==> src/rtl/branch_resolver_if.sv <==
// Redirect channel between the execute-stage branch resolver and the Fetch Unit.
// The master drives the corrected PC and flush; the Fetch Unit answers with ready.
interface branch_resolver_if #(
   parameter int XLEN = 32
);
   logic            redirectValid;
   logic [XLEN-1:0] redirectPc;
   logic            flush;
   logic            redirectReady;

   modport master (
      output redirectValid,
      output redirectPc,
      output flush,
      input  redirectReady
   );

   modport slave (
      input  redirectValid,
      input  redirectPc,
      input  flush,
      output redirectReady
   );
endinterface

==> src/rtl/branch_resolver.sv <==
// Execute-stage branch resolution: checks the fetch prediction for JAL/JALR/branches,
// requests a fetch redirect and flush on a mispredict, and keeps saturating statistics.
module branch_resolver #(
   parameter int XLEN  = 32,
   parameter int CNT_W = 32
) (
   input  logic               clk,
   input  logic               aresetn,
   input  logic               i_instr_valid,
   input  logic               i_stall,
   input  logic [XLEN-1:0]    i_pc,
   input  logic               i_is_op_branch,
   input  logic               i_is_op_jal,
   input  logic               i_is_op_jalr,
   input  logic [2:0]         i_funct3,
   input  logic [XLEN-1:0]    i_rs1_data,
   input  logic [XLEN-1:0]    i_rs2_data,
   input  logic [XLEN-1:0]    i_immB,
   input  logic [XLEN-1:0]    i_immJ,
   input  logic [XLEN-1:0]    i_immI,
   input  logic               i_pred_taken,
   input  logic               i_cnt_clr,
   branch_resolver_if.master  redir,
   output logic [CNT_W-1:0]   o_br_count,
   output logic [CNT_W-1:0]   o_mp_count
);

   typedef enum logic [1:0] {
      IDLE,
      REDIRECT,
      SQUASH
   } state_t;

   state_t            state_q;
   logic              redirectValid_q;
   logic              flush_q;
   logic [XLEN-1:0]   redirectPc_q;
   logic [XLEN-1:0]   redirectPc_d;
   logic [CNT_W-1:0]  brCount_q;
   logic [CNT_W-1:0]  mpCount_q;

   logic              isControl;
   logic              resolveEvent;
   logic              condTaken;
   logic              actualTaken;
   logic              mispredict;
   logic [XLEN-1:0]   target;
   logic [XLEN-1:0]   fallThrough;
   logic [XLEN-1:0]   jalrSum;

   assign isControl    = i_is_op_branch | i_is_op_jal | i_is_op_jalr;
   assign resolveEvent = i_instr_valid & ~i_stall & (state_q == IDLE)
                         & (isControl | i_pred_taken);
   assign fallThrough  = i_pc + XLEN'(4);
   assign jalrSum      = i_rs1_data + i_immI;

   // Outcome, target and mispredict decision for the instruction at the resolve stage.
   // A non-control instruction only reaches a resolve event when predicted taken,
   // so it always mispredicts and falls through.
   always_comb begin
      condTaken   = 1'b0;
      actualTaken = 1'b0;
      target      = fallThrough;
      mispredict  = i_pred_taken;
      unique case (i_funct3)
         3'b000:  condTaken = (i_rs1_data == i_rs2_data);
         3'b001:  condTaken = (i_rs1_data != i_rs2_data);
         3'b100:  condTaken = ($signed(i_rs1_data) <  $signed(i_rs2_data));
         3'b101:  condTaken = ($signed(i_rs1_data) >= $signed(i_rs2_data));
         3'b110:  condTaken = (i_rs1_data <  i_rs2_data);
         3'b111:  condTaken = (i_rs1_data >= i_rs2_data);
         default: condTaken = 1'b0;
      endcase
      if (i_is_op_jalr) begin
         actualTaken = 1'b1;
         target      = {jalrSum[XLEN-1:1], 1'b0};
         mispredict  = 1'b1;
      end else if (i_is_op_jal) begin
         actualTaken = 1'b1;
         target      = i_pc + i_immJ;
         mispredict  = ~i_pred_taken;
      end else if (i_is_op_branch) begin
         actualTaken = condTaken;
         target      = i_pc + i_immB;
         mispredict  = (condTaken != i_pred_taken);
      end
      redirectPc_d = actualTaken ? target : fallThrough;
   end

   // Recovery sequencer: hold the redirect until fetch accepts it, then keep flushing
   // for one extra cycle to drain the last wrong-path slot.
   always_ff @(posedge clk) begin
      if (!aresetn) begin
         state_q         <= IDLE;
         redirectValid_q <= 1'b0;
         flush_q         <= 1'b0;
         redirectPc_q    <= '0;
      end else begin
         case (state_q)
            IDLE: begin
               if (resolveEvent && mispredict) begin
                  state_q         <= REDIRECT;
                  redirectValid_q <= 1'b1;
                  flush_q         <= 1'b1;
                  redirectPc_q    <= redirectPc_d;
               end
            end
            REDIRECT: begin
               if (redir.redirectReady) begin
                  state_q         <= SQUASH;
                  redirectValid_q <= 1'b0;
               end
            end
            SQUASH: begin
               state_q <= IDLE;
               flush_q <= 1'b0;
            end
            default: begin
               state_q         <= IDLE;
               redirectValid_q <= 1'b0;
               flush_q         <= 1'b0;
            end
         endcase
      end
   end

   // Saturating statistics; a clear wins over any increment in the same cycle.
   always_ff @(posedge clk) begin
      if (!aresetn) begin
         brCount_q <= '0;
         mpCount_q <= '0;
      end else if (i_cnt_clr) begin
         brCount_q <= '0;
         mpCount_q <= '0;
      end else begin
         if (resolveEvent && isControl && (brCount_q != '1)) begin
            brCount_q <= brCount_q + 1'b1;
         end
         if (resolveEvent && mispredict && (mpCount_q != '1)) begin
            mpCount_q <= mpCount_q + 1'b1;
         end
      end
   end

   assign redir.redirectValid = redirectValid_q;
   assign redir.redirectPc    = redirectPc_q;
   assign redir.flush         = flush_q;
   assign o_br_count          = brCount_q;
   assign o_mp_count          = mpCount_q;

endmodule

==> src/flat_wrapper.sv <==
// flat-port wrapper written by rule: the top's interface ports become plain ports
module branch_resolver_flat 
#(
   parameter int XLEN  = 32,
   parameter int CNT_W = 32
)
  (clk, aresetn, i_instr_valid, i_stall, i_pc, i_is_op_branch, i_is_op_jal, i_is_op_jalr, i_funct3, i_rs1_data, i_rs2_data, i_immB, i_immJ, i_immI, i_pred_taken, i_cnt_clr, o_br_count, o_mp_count, redir_redirectValid, redir_redirectPc, redir_flush, redir_redirectReady);
  branch_resolver_if #(.XLEN(XLEN)) redir_i ();
  input  logic clk;
  input  logic aresetn;
  input  logic i_instr_valid;
  input  logic i_stall;
  input  logic [XLEN-1:0] i_pc;
  input  logic i_is_op_branch;
  input  logic i_is_op_jal;
  input  logic i_is_op_jalr;
  input  logic [2:0] i_funct3;
  input  logic [XLEN-1:0] i_rs1_data;
  input  logic [XLEN-1:0] i_rs2_data;
  input  logic [XLEN-1:0] i_immB;
  input  logic [XLEN-1:0] i_immJ;
  input  logic [XLEN-1:0] i_immI;
  input  logic i_pred_taken;
  input  logic i_cnt_clr;
  output logic [CNT_W-1:0] o_br_count;
  output logic [CNT_W-1:0] o_mp_count;
  output wire logic [$bits(redir_i.redirectValid)-1:0] redir_redirectValid;
  output wire logic [$bits(redir_i.redirectPc)-1:0] redir_redirectPc;
  output wire logic [$bits(redir_i.flush)-1:0] redir_flush;
  input wire logic [$bits(redir_i.redirectReady)-1:0] redir_redirectReady;
  assign redir_redirectValid = redir_i.redirectValid;
  assign redir_redirectPc = redir_i.redirectPc;
  assign redir_flush = redir_i.flush;
  assign redir_i.redirectReady = redir_redirectReady;
  branch_resolver #(.XLEN(XLEN), .CNT_W(CNT_W)) u_core (.clk(clk), .aresetn(aresetn), .i_instr_valid(i_instr_valid), .i_stall(i_stall), .i_pc(i_pc), .i_is_op_branch(i_is_op_branch), .i_is_op_jal(i_is_op_jal), .i_is_op_jalr(i_is_op_jalr), .i_funct3(i_funct3), .i_rs1_data(i_rs1_data), .i_rs2_data(i_rs2_data), .i_immB(i_immB), .i_immJ(i_immJ), .i_immI(i_immI), .i_pred_taken(i_pred_taken), .i_cnt_clr(i_cnt_clr), .redir(redir_i), .o_br_count(o_br_count), .o_mp_count(o_mp_count));
endmodule
==> config.mk <==
export PLATFORM = sky130hd
export DESIGN_NAME = branch_resolver_flat
export DESIGN_NICKNAME = d
export VERILOG_FILES = /design/src/rtl/branch_resolver_if.sv /design/src/rtl/branch_resolver.sv /design/src/flat_wrapper.sv
export SDC_FILE = /design/constraint.sdc
export NUM_CORES = 1
export LEC_CHECK = 0
export CORE_ASPECT_RATIO = 1.4
export CORE_UTILIZATION = 45
export CTS_CLUSTER_DIAMETER = 30
export DETAILED_ROUTE_END_ITERATION = 8
export GPL_TIMING_DRIVEN = 0
export MAX_ROUTING_LAYER = met4
export PLACE_DENSITY = 0.75
export SLEW_MARGIN = 20
export SYNTH_ARGS = -nofsm -noshare
export SYNTH_HDL_FRONTEND = slang
export SYNTH_SLANG_ARGS = --single-unit
==> constraint.sdc <==
create_clock -name clk -period 3.85 [get_ports clk]
set_input_delay 0.385 -clock clk [delete_from_list [all_inputs] [get_ports clk]]
set_output_delay 0.385 -clock clk [all_outputs]
set_load 0.05 [all_outputs]
== Yosys cells after proc, flatten, opt, wreduce, memory -nomap -nowiden ==
Cells that the tools add are included.
Cells by class
  $add $sub $neg: 6
  $lt $le $gt $ge: 4
  equality and inequality tests: 14
  mux-type cells: 18
  bitwise operators: 11
  reduce and logical (&&, ||, !) cells: 11
Operators with widths (count)
  $mux 32: 4
  $add 32x32->32: 3
  $add 32x1->32 const B: 2
  $ge 32x32->1: 2
  $lt 32x32->1: 2
  $ne 32x32->1 const B: 2
  $add 32x3->32 const B: 1
  $eq 32x32->1: 1
  $ne 32x32->1: 1
  $eq 3x3->1 const B: 4
  $mux 1: 8
  $pmux 1 s6: 1
  $reduce_and 2->1: 3
  $not 1->1: 5
  $logic_and 1x1->1: 4
  $mux 2: 2
  $ne 2x2->1 const B: 2
  $pmux 2 s2: 1
  $and 1x1->1: 3
  $eq 3x1->1 const B: 1
  $logic_not 3->1: 1
  $or 1x1->1: 3
  $pmux 1 s3: 1
  $reduce_and 3->1: 1
  6 further kinds: 6
Word-level totals
  flip-flop bits (word level): 100
  input port bits: 205
  output and inout bits: 98
  logic and storage cells: 70

== Depth between registers and ports, before layout ==
Gate-level depths: netlist of run 1.
  word-level depth: 9
  mapped depth: 13
  mapped depth without buffers: 13

== Worst setup path before layout of run 1 ==
OpenSTA, ideal clock, no wires.
  path kind: input-to-reg
  start: input port i_rs2_data[15]
  end: register u_core.redirectPc_q[11] (netlist: u_core.redir.redirectPc[11])
  data arrival time: 2930 ps
  slack: 798 ps
  stages on the path: 13
  cell sequence: inv_1 ha_1 nand4_1 nor3_2 nand3_2 or3_1 a211o_1 o211a_1 o211a_4 buf_2 buf_2 o211ai_1 a21oi_1
On the way
  cells in the longest elaborated chain, start to end: 8
  elaborated cells on any way between the ends: 17
  those cells by class: 4 x order compare; 3 x eq/ne; 8 x mux; 2 x reduce/logical
Ends and longest elaborated chain
  start: declaration: RTL line flat_wrapper.sv:19  | input logic [XLEN-1:0] i_rs2_data;
  $ge 32x32->1 (tied with other cells): RTL line branch_resolver.sv:71  | 3'b111: condTaken = (i_rs1_data >= i_rs2_data);
  $pmux 1 s6 *: RTL line branch_resolver.sv:65  | unique case (i_funct3)
  $ne 1x1->1: RTL line branch_resolver.sv:85  | mispredict = (condTaken != i_pred_taken);
  $mux 1: RTL line branch_resolver.sv:82  | end else if (i_is_op_branch) begin
  $mux 1: RTL line branch_resolver.sv:78  | end else if (i_is_op_jal) begin
  $mux 1: RTL line branch_resolver.sv:74  | if (i_is_op_jalr) begin
  $logic_and 1x1->1: RTL line branch_resolver.sv:101  | if (resolveEvent && mispredict) begin
  $reduce_and 2->1 (no source line)
  end signal: assignment: RTL line branch_resolver.sv:105  | redirectPc_q <= redirectPc_d;
  end: declaration: RTL line branch_resolver.sv:37  | logic [XLEN-1:0] redirectPc_q;
Every way passes the cells marked *; elsewhere a longest branch is shown, timed or not.
A chain may end at the register's enable or synchronous reset.

== Worst setup path in the final report of run 1 ==
  start: input port i_rs2_data[14]
  end: register u_core.redirectPc_q[0] (netlist: u_core.redir.redirectPc[0])
Same word-level chain as after synthesis.

==> results of run 1 <==
[cells in the mapped netlist (10+ instances only)]
cell type	number
nor2b_1	13
clkbuf_1	34
and4_1	10
nand2b_1	10
a21o_1	32
o211ai_1	21
and3_1	27
nand4_1	31
ha_1	127
o21bai_1	13
a211oi_1	39
xnor2_1	84
or3_1	18
nor3_1	27
xor2_1	70
dfxtp_1	100
nand2_1	136
mux2i_1	12
a31oi_1	20
o21ai_0	106
and2_1	19
a21oi_1	134
inv_1	78
nor2_1	125
nand3_1	55
o21a_1	24
[cells by family after synthesis]
logic type	synth area share
xor+xnor	0.1194
simple gates	0.2334
fa+ha+maj	0.1459
buf+inv	0.04484
mux	0.01262
compound gates	0.2667
flops	0.1771
[layout by cell type, fill, tap and decap left out, drive strengths merged, types with 46 or more instances in the layout]
master         synthesis  routed
clkdlybuf4s50          0     299
nand2                136     136
a21oi                134     134
ha                   127     127
nor2                 126     126
o21ai                107     107
dfxtp                100     100
xnor2                 84      84
inv                   78      81
xor2                  70      70
nand3                 57      57
clkbuf                34      46
[power breakdown]
| group | leakage (uW) | switching [uW] | internal [uW] |
|---|---|---|---|
| logic | 0.00496 | 960 | 745 |
| clock network | 0.000143 | 459 | 471 |
| registers | 0.000810 | 24.7 | 1060 |
| total | 0.00591 | 1440 | 2280 |
[area by class of cell]
cell class | count | area [um^2]
multi-input cells | 1275 | 8930
flip-flops and latches | 100 | 2002
diodes | 2 | 5.005
clock buffers | 10 | 239.0
well taps | 315 | 394.1
plain buffers | 48 | 242.7
clock inverters | 6 | 56.30
repair buffers | 309 | 3089
inverters | 80 | 300.3
fillers | 2301 | 9415
[per-layer routing]
layer  share of wire  vias to the layer above
met4           0.053                        0
met5               0                        -
li1                -                     6149
met2            0.51                      462
met3           0.049                      116
met1            0.39                     5873
[repair_timing]
item                                    in CTS  in global routing
resized for setup                            9                 34
buffers inserted                             1                  8
endpoints found under the setup margin      31                 46
pin swaps                                    1                 11
cloned                                       0                  1
[stage by stage]
step	util	hold slack [ps]	total power, uW	std cells
after global routing	0.6184	472.2	3907	2145
after detailed placement	0.5953	449.7	2744	2117
final	0.6184	459.6	3723	2145
after floorplan	-	534.5	2142	1503
after CTS	0.6088	459.9	3671	2134
after global placement	0.5953	443.3	2731	2117
[flip-flops by register name (all words and copies together), names as in the netlist]
register                    flops
u_core.state_q                  2
u_core.redir.flush              1
u_core.o_br_count              32
u_core.redir.redirectValid      1
u_core.redir.redirectPc        32
u_core.o_mp_count              32
[worst max-delay path, stage by stage]
cell,delay [ps]
clkdlybuf4s50_1,500
inv_1,60
ha_1,290
nand4_1,230
nor3_4,390
nand3_2,130
or3_1,330
a211o_1,330
o211ai_1,300
nand2_2,230
buf_4,220
mux2_2,290
mux2i_4,180
o22ai_1,100
[how the worst min path moves through the flow]
stage	cells past startpoint	end
final	2	u_core.redir.redirectPc[4]
after CTS	2	u_core.redir.redirectPc[4]
after detailed placement	2	u_core.redir.redirectPc[4]
after global routing	2	u_core.redir.redirectValid
after global placement	2	u_core.redir.redirectPc[3]
after floorplan	1	u_core.state_q[1]
==> summary.txt, run 1 <==
STA
  • Actual slew at the worst max-slew pin: 902.0 ps
  • Final min period: 3731 ps
  • Slew Limit Fails: 0
  • Worst setup margin: 119.3 ps
  • Clock skew: 11.41 ps
  • Fmax: 268.0 MHz
  • RSZ-0062 raised after global routing: true
  • Relative slew slack: 0.3902
  • Setup TNS: 0 ps
  • Final setup fails: 0
  • Tcrit/Tclk final: 0.9690
  • Fin. Hold Viols: 0

Layout
  • Share of cells above drive strength 1: 0.05033
  • Area Overhead vs Synth: 35.02%
  • Final Cell Area: 15260 um^2
  • Nets@finish: 2158

Synth
  • Top FF cell, synth: dfxtp_1
  • Area share of the largest cell type after synthesis: 0.1771
  • Yosys warnings: 0
  • Sequential area share after synthesis: 0.1771
  • Post-synth EDFFs: 0
  • Synth Net Count: 1838
  • Count of mapped cells out of synthesis: 1503
  • Synth cell types: 81
  • Post-synthesis cell area: 11300 um^2
  • Post-synth ARST share: 0
  • Top post-synthesis cells by area: dfxtp_1, ha_1, xnor2_1
  • Avg Synthesized Cell Area: 7.519 um^2
  • Area leader, netlist: dfxtp_1
  • Yosys reg bits: 100

Critical path
  • Critical Path Sink Type: register
  • FF-to-FF End: u_core.o_br_count[23]
  • Crit path max fanout: 6
  • Startpoint types: primary input
  • Crit path DAT: 3970 ps
  • Crit path launch: i_rs2_data[14]
  • CP endpoint: u_core.redir.redirectPc[0]
  • Worst R2R Start: u_core.state_q[0]
  • R2r worst-path depth: 8
  • Crit path kind: primary input to register
  • Critical path data required time: 4090 ps
  • R2r setup slk: 280 ps

Run
  • Maximum Capacitance Violations: 0

Clock tree
  • CTS clock-pin slew for the worst setup and hold paths: 80 ps
  • CTS root buf: clkbuf_16
  • # hold bufs at CTS: 0
  • Clock latency at the later pin of the worst-skew pair: 360 ps
  • CTS Buf Count: 9
  • Clock Sink Count: 100
  • CTS tree: done
  • Clock Path Buffers: 2
  • H-tree depth: 3

Place
  • Port bufs: 299
  • GPL Wtd Cong: 0.9414
  • Post-DP Area: 14690 um^2
  • Post-DP HPWL: 34450 um
  • Pre-CTS setup slack: -569.2 ps

Global route
  • M1 GR Usage: 0.3434
  • GR Layer Usage met3: 0.03213
  • Overflow after GRT: 0
  • Gr usage total: 0.3228
  • Vias in the first global route: 12376
  • Largest net degree at the start of global routing: 19
  • Global route hottest layer: met2
  • First-pass GRT wire length: 62980 um
  • Initial antenna violation count: 2
  • Grt met2 use: 0.5789

Detailed routing
  • Total number of vias: 12600
  • Drc violations: 0
  • Wirelength per Cell: 19.28 um
  • Initial DRC Count: 675
  • DRT Pass-1 Iters: 4
  • Final ANT Viol Nets: 0
  • Vias/cell: 5.874
  • Final WL: 41360 um

Floorplan
  • Ports: 303
  • Std cell rows: 68
  • Initial core utilization: 0.4580
  • Width of the die: 135.9 um
  • DIE HEIGHT: 189.5 um
  • Die Area: 25760 um^2
  • Core ar.: 24670 um^2

Worst hold path
  • Min-delay worst type: register to register
  • Hold_sp: u_core.redir.redirectPc[4]

Pwr
  • PwrDens: 244.0 nW/um^2
  • Peak supply drop: 0.2893 mV
  • Leakage power: 0.005913 uW

Status
  • Status: finished clean
(Power assumes the default switching activity.)
==> run 2: changes to the inputs <==
--- a/config.mk
+++ b/config.mk
@@ -7,10 +7,10 @@
 export LEC_CHECK = 0
 export CORE_ASPECT_RATIO = 1.4
-export CORE_UTILIZATION = 45
+export CORE_UTILIZATION = 32
 export CTS_CLUSTER_DIAMETER = 30
 export DETAILED_ROUTE_END_ITERATION = 8
 export GPL_TIMING_DRIVEN = 0
 export MAX_ROUTING_LAYER = met4
-export PLACE_DENSITY = 0.75
+export PLACE_DENSITY = 0.66
 export SLEW_MARGIN = 20
 export SYNTH_ARGS = -nofsm -noshare
==> constraint.sdc (replaced) <==
create_clock -name clk -period 3.85 [get_ports clk]
set_input_delay 0.385 -clock clk [delete_from_list [all_inputs] [get_ports clk]]
set_output_delay 0.385 -clock clk [all_outputs]
set_load 0.005 [all_outputs]
==> summary.txt, run 2 (same netlist as run 1, synthesis figures left out) <==
Floorplan
  • Die Area: 36080 um^2 (was 25760 um^2)
  • Core ar.: 34860 um^2 (was 24670 um^2)
  • Std cell rows: 81 (was 68)
  • DIE HEIGHT: 224.4 um (was 189.5 um)
  • Initial core utilization: 0.3241 (was 0.4580)
  • Width of the die: 160.8 um (was 135.9 um)
  • Ports: 303 (unchanged)

Pwr
  • Clock Power Share: 0.264 (was 0.250)
  • Combinational share of power: 0.441 (was 0.458)
  • Int Power: 2327 uW (was 2279 uW)
  • Pwr Total: 3694 uW (was 3723 uW)
  • Sw Ratio: 0.3700 (was 0.3879)
  • Seq pwr share: 0.296 (was 0.292)
  • PwrDens: 241.4 nW/um^2 (was 244.0 nW/um^2)
  • Peak supply drop: 0.1579 mV (was 0.2893 mV)
  • Leakage power: 0.005873 uW (was 0.005913 uW)
  • Sw Pwr: 1367 uW (was 1444 uW)

Place
  • Post-DP HPWL: 37510 um (was 34450 um)
  • Port bufs: 299 (unchanged)
  • Dpl cells: 2258 (was 2117)
  • GPL Wtd Cong: 0.9635 (was 0.9414)

Worst hold path
  • WHS Endpoint: u_core.redir.redirectValid (was u_core.redir.redirectPc[4])
  • Hold-critical path depth: 2 (unchanged)
  • Hold_sp: u_core.redir.redirectValid (was u_core.redir.redirectPc[4])
  • Min-delay worst type: register to register (unchanged)

Critical path
  • Crit path max fanout: 10 (was 6)
  • Critical path data required time: 4080 ps (was 4090 ps)
  • R2r setup slk: 640 ps (was 280 ps)
  • Crit path DAT: 3920 ps (was 3970 ps)
  • FF-to-FF End: u_core.o_mp_count[27] (was u_core.o_br_count[23])
  • R2r worst-path depth: 11 (was 8)
  • Crit path kind: primary input to register (unchanged)
  • Startpoint types: primary input (unchanged)
  • Critical Path Sink Type: register (unchanged)
  • Worst R2R Start: u_core.o_mp_count[3] (was u_core.state_q[0])

Global route
  • Largest net degree at the start of global routing: 18 (was 19)
  • Overflow after GRT: 0 (unchanged)
  • Vias in the first global route: 12600 (was 12376)
  • Initial antenna violation count: 2 (unchanged)
  • First-pass GRT wire length: 67940 um (was 62980 um)
  • Gr usage total: 0.2485 (was 0.3228)

Detailed routing
  • Met3 Routed Length: 2375 um (was 2022 um)
  • Final ANT Viol Nets: 0 (unchanged)
  • Drc violations: 0 (unchanged)
  • Uppermost layer routed: met4 (unchanged)
  • Final WL: 44480 um (was 41360 um)
  • Wirelength per Cell: 19.50 um (was 19.28 um)
  • DR WL met2: 22790 um (was 21160 um)
  • Wire length on met1: 17110 um (was 16000 um)
  • Initial DRC Count: 885 (was 675)
  • DRT Pass-1 Iters: 7 (was 4)
  • Total number of vias: 12634 (was 12600)
  • Vias/cell: 5.539 (was 5.874)

STA
  • Fmax: 271.0 MHz (was 268.0 MHz)
  • Final hold slack: 460.6 ps (was 459.6 ps)
  • Slew Limit Fails: 0 (unchanged)
  • Actual slew at the worst max-slew pin: 1060 ps (was 902.0 ps)
  • Final setup fails: 0 (unchanged)
  • Setup TNS: 0 ps (unchanged)
  • Relative slew slack: 0.2869 (was 0.3902)
  • Fin. Hold Viols: 0 (unchanged)
  • RSZ-0062 raised after global routing: true (unchanged)
  • Final min period: 3690 ps (was 3731 ps)
  • Clock skew: 7.207 ps (was 11.41 ps)
  • Tcrit/Tclk final: 0.9584 (was 0.9690)

Layout
  • Most common cell after layout, fill and taps aside: clkdlybuf4s50_1 (unchanged)
  • Final non-filler cell total: 2281 (was 2145)
  • Layout fillers: 3551 (was 2301)
  • Most frequent cells in the layout: clkdlybuf4s50_1, nand2_1, a21oi_1 (unchanged)
  • Area Overhead vs Synth: 35.44% (was 35.02%)
  • Nets@finish: 2153 (was 2158)
  • Share of cells above drive strength 1: 0.04388 (was 0.05033)

Clock tree
  • # hold bufs at CTS: 0 (unchanged)
  • CTS root buf: clkbuf_16 (unchanged)
  • Clock Sink Count: 100 (unchanged)
  • H-tree depth: 3 (unchanged)
  • Clock latency at the later pin of the worst-skew pair: 360 ps (about the same)
  • CTS tree: done (unchanged)
  • CTS Buf Count: 9 (unchanged)
  • CTS clock-pin slew for the worst setup and hold paths: 70 ps (was 80 ps)
  • Clock Path Buffers: 2 (unchanged)

Status
  • Status: finished clean (unchanged)

Run
  • Maximum Capacitance Violations: 0 (unchanged)
## run 2: worst max path at each step
stage,start,endpoint
after floorplan,i_rs2_data[15],u_core.redir.redirectPc[11]
after CTS,i_rs1_data[31],u_core.redir.redirectPc[14]
final,i_rs2_data[21],u_core.redir.redirectPc[17]
after detailed placement,i_rs1_data[31],u_core.redir.redirectPc[20]
after global routing,i_rs2_data[17],u_core.redir.redirectPc[4]
after global placement,i_rs1_data[31],u_core.redir.redirectPc[20]
## run 2: power by group through the flow
| stage | clock network, uW | logic [uW] | registers (uW) |
|---|---|---|---|
| floorplan | 0 | 944 | 1100 |
| global placement | 0 | 1580 | 1110 |
| detailed placement | 0 | 1590 | 1110 |
| CTS | 979 | 1600 | 1090 |
| global route | 1030 | 1770 | 1090 |
| finish | 974 | 1630 | 1090 |
## run 2: critical path: stages
cell and delay (ps):
clkdlybuf4s50_1 450, inv_1 40, ha_1 290, a21oi_1 170, o21ai_0 170, a221oi_2 450
nand2_1 230, o31ai_4 350, o211a_1 350, o211a_4 280, buf_2 310, buf_2 320
a31oi_1 120
## run 2: through the flow
| stage | setup WS, ps | instance area, um^2 | util |
|---|---|---|---|
| CTS | -10.53 | 15200 | 0.4359 |
| global placement | -675.7 | 14860 | 0.4264 |
| detailed placement | -696.9 | 14860 | 0.4264 |
| global route | -13.86 | 15310 | 0.4390 |
| floorplan | 797.6 | 11300 | - |
| finish | 160.3 | 15310 | 0.4390 |
## run 2: cell type report
| type | count | area [um^2] | area share |
|---|---|---|---|
| Antenna cell | 2 | 5.005 | 0.0003270 |
| Buffer | 48 | 220.2 | 0.01439 |
| Clock buffer | 11 | 242.7 | 0.01586 |
| Clock inverter | 5 | 66.31 | 0.004333 |
| Inverter | 80 | 300.3 | 0.01962 |
| Multi-Input combinational cell | 1275 | 8869 | 0.5794 |
| Sequential cell | 100 | 2002 | 0.1308 |
| Tap cell | 456 | 570.5 | 0.03728 |
| Timing Repair Buffer | 304 | 3030 | 0.1980 |
## run 2: per-layer routing
layer / vias to the layer above / GRT usage
met2: 474 / 0.4518
li1: 6143 / -
met4: 0 / 0.1263
met1: 5914 / 0.2685
met5: - / -
met3: 103 / 0.02139
## run 2: what timing repair did
| action | 4_1_cts | 5_1_grt |
|---|---|---|
| resized for setup | 8 | 16 |
| pin swaps | 0 | 6 |
| setup endpoints to repair | 18 | 35 |
| buffers inserted | 0 | 5 |
==> run 3: changes to the inputs <==
Settings changed: CORE_ASPECT_RATIO 1.4 to 1.5.
==> summary.txt, run 3 (same netlist as run 1, synthesis figures left out) <==
Place
  • GPL Wtd Cong: 0.9569 (was 0.9635)
  • Dpl cells: 2269 (was 2258)
  • Port bufs: 299 (unchanged)
  • Post-DP HPWL: 37230 um (was 37510 um)
  • Pre-CTS setup slack: -649.4 ps (was -696.9 ps)

Floorplan
  • Initial core utilization: 0.3278 (was 0.3241)
  • Core ar.: 34480 um^2 (was 34860 um^2)
  • Die Area: 36090 um^2 (was 36080 um^2)
  • DIE HEIGHT: 232.2 um (was 224.4 um)
  • Ports: 303 (unchanged)
  • Std cell rows: 83 (was 81)
  • Width of the die: 155.4 um (was 160.8 um)

STA
  • Tcrit/Tclk final: 0.9750 (was 0.9584)
  • Worst setup margin: 96.39 ps (was 160.3 ps)
  • Fin. Hold Viols: 0 (unchanged)
  • Setup TNS: 0 ps (unchanged)
  • Clock skew: 13.07 ps (was 7.207 ps)
  • Actual slew at the worst max-slew pin: 884.2 ps (was 1060 ps)
  • RSZ-0062 raised after global routing: true (unchanged)
  • Final setup fails: 0 (unchanged)
  • Fmax: 266.4 MHz (was 271.0 MHz)
  • Final min period: 3754 ps (was 3690 ps)
  • Slew Limit Fails: 0 (unchanged)
  • Final hold slack: 475.8 ps (was 460.6 ps)
  • Relative slew slack: 0.4051 (was 0.2869)

Pwr
  • Int Power: 2262 uW (was 2327 uW)
  • Peak supply drop: 0.2051 mV (was 0.1579 mV)
  • Clock Power Share: 0.251 (was 0.264)
  • Sw Pwr: 1370 uW (was 1367 uW)
  • Sw Ratio: 0.3772 (was 0.3700)
  • PwrDens: 237.5 nW/um^2 (was 241.4 nW/um^2)
  • Combinational share of power: 0.448 (was 0.441)
  • Seq pwr share: 0.300 (was 0.296)
  • Leakage power: 0.005839 uW (was 0.005873 uW)

Critical path
  • Most used cell, CP: nand3_2 (was buf_2)
  • Crit path DAT: 3980 ps (was 3920 ps)
  • Crit-path slowest cell: clkdlybuf4s50_1 (unchanged)
  • Slowest stage delay, CP: 450 ps (about the same)
  • R2r setup slk: 490 ps (was 640 ps)
  • Critical Path Sink Type: register (unchanged)
  • Startpoint types: primary input (unchanged)
  • Crit path kind: primary input to register (unchanged)
  • Crit path max fanout: 7 (was 10)
  • R2r worst-path depth: 11 (unchanged)
  • Cells along the critical path: clkdlybuf4s50_1 > inv_1 > ha_2 > nand3_2 > nor4_4 > nand3_2 > or3_1 > a211o_1 > o211ai_1 > nand2_2 > buf_4 > mux2_2 > mux2i_1 > o22ai_1 (was clkdlybuf4s50_1 > inv_1 > ha_1 > a21oi_1 > o21ai_0 > a221oi_2 > nand2_1 > o31ai_4 > o211a_1 > o211a_4 > buf_2 > buf_2 > a31oi_1)
  • FF-to-FF End: u_core.o_mp_count[25] (was u_core.o_mp_count[27])
  • Critical path data required time: 4070 ps (was 4080 ps)
  • Worst R2R Start: u_core.o_mp_count[4] (was u_core.o_mp_count[3])

Layout
  • Most frequent cells in the layout: clkdlybuf4s50_1, nand2_1, a21oi_1 (unchanged)
  • Nets@finish: 2151 (was 2153)
  • Area Overhead vs Synth: 35.34% (was 35.44%)
  • Most common cell after layout, fill and taps aside: clkdlybuf4s50_1 (unchanged)
  • Share of cells above drive strength 1: 0.04393 (was 0.04388)
  • Final non-filler cell total: 2292 (was 2281)
  • Util after Layout: 0.4436 (was 0.4390)

Clock tree
  • CTS tree: done (unchanged)
  • CTS Buf Count: 9 (unchanged)
  • CTS clock-pin slew for the worst setup and hold paths: 70 ps (about the same)
  • CTS root buf: clkbuf_16 (unchanged)
  • Clock latency at the later pin of the worst-skew pair: 350 ps (was 360 ps)
  • Clock Path Buffers: 2 (unchanged)
  • # hold bufs at CTS: 0 (unchanged)
  • H-tree depth: 3 (unchanged)
  • Clock Sink Count: 100 (unchanged)

Detailed routing
  • Vias/cell: 5.529 (was 5.539)
  • Drc violations: 0 (unchanged)
  • Final ANT Viol Nets: 0 (unchanged)
  • Initial DRC Count: 742 (was 885)
  • DRT Pass-1 Iters: 5 (was 7)
  • Total number of vias: 12673 (was 12634)
  • Final WL: 44380 um (was 44480 um)
  • Wirelength per Cell: 19.36 um (was 19.50 um)

Global route
  • Gr usage total: 0.2490 (was 0.2485)
  • Initial antenna violation count: 4 (was 2)
  • Vias in the first global route: 12526 (was 12600)
  • Overflow after GRT: 0 (unchanged)
  • Largest net degree at the start of global routing: 19 (was 18)
  • First-pass GRT wire length: 67560 um (was 67940 um)

Status
  • Status: finished clean (unchanged)

Worst hold path
  • Hold-critical path depth: 2 (unchanged)
  • Min-delay worst type: register to register (unchanged)
  • WHS Endpoint: u_core.redir.redirectValid (unchanged)
  • Hold_sp: u_core.redir.redirectValid (unchanged)

Run
  • Maximum Capacitance Violations: 0 (unchanged)
## run 3: worst max-delay path by stage
stage | to | slack (ps) | start | cells past startpoint
after floorplan | u_core.redir.redirectPc[11] | 800 | i_rs2_data[15] | 13
after global placement | u_core.redir.redirectPc[20] | -610 | i_rs2_data[31] | 13
after detailed placement | u_core.redir.redirectPc[20] | -650 | i_rs2_data[31] | 13
after CTS | u_core.redir.redirectPc[24] | 5 | i_rs1_data[19] | 13
after global routing | u_core.redir.redirectPc[4] | -20 | i_rs2_data[19] | 14
final | u_core.redir.redirectPc[0] | 100 | i_rs2_data[31] | 14
## run 3: power groups by stage
| stage | Sequential [uW] | Combinational [uW] | Clock [uW] |
|---|---|---|---|
| 2_1_floorplan | 1100 | 944 | 0 |
| 3_3_place_gp | 1110 | 1580 | 0 |
| 3_5_place_dp | 1110 | 1590 | 0 |
| 4_1_cts | 1090 | 1610 | 933 |
| 5_1_grt | 1090 | 1770 | 971 |
| 6_report | 1090 | 1630 | 913 |
## run 3: critical path, delay by kind of cell
kind	cells	cell delay (ps)
mux	2	520
fa+ha+maj	1	390
buf+inv	3	700
simple gates	5	1170
compound gates	3	800
## run 3: what timing repair did
action	in CTS	in global routing
endpoints found under the setup margin	16	35
pin swaps	0	4
resized for setup	9	16
setup buffers	0	3
## run 3: per-stage QoR
step	power, uW	area (um^2)
finish	3632	15290
global route	3831	15290
CTS	3628	15200
detailed placement	2703	14880
global placement	2693	14880
floorplan	2047	11300
## run 3: routing by layer
metal	global-route usage	routed length, um
met5	-	0
met4	0.1180	2253
met3	0.02464	2311
met2	0.4695	23330
met1	0.2554	16480
## run 3: cell type report
| class | count | area, um^2 |
|---|---|---|
| fill | 3508 | 19180 |
| multi-input combinational | 1275 | 8874 |
| timing repair buffer | 302 | 3015 |
| sequential | 100 | 2002 |
| tap | 467 | 584.3 |
| inverter | 80 | 300.3 |
| clock buffer | 10 | 239.0 |
| buffer | 48 | 216.5 |
| clock inverter | 6 | 53.80 |
| antenna | 4 | 10.01 |
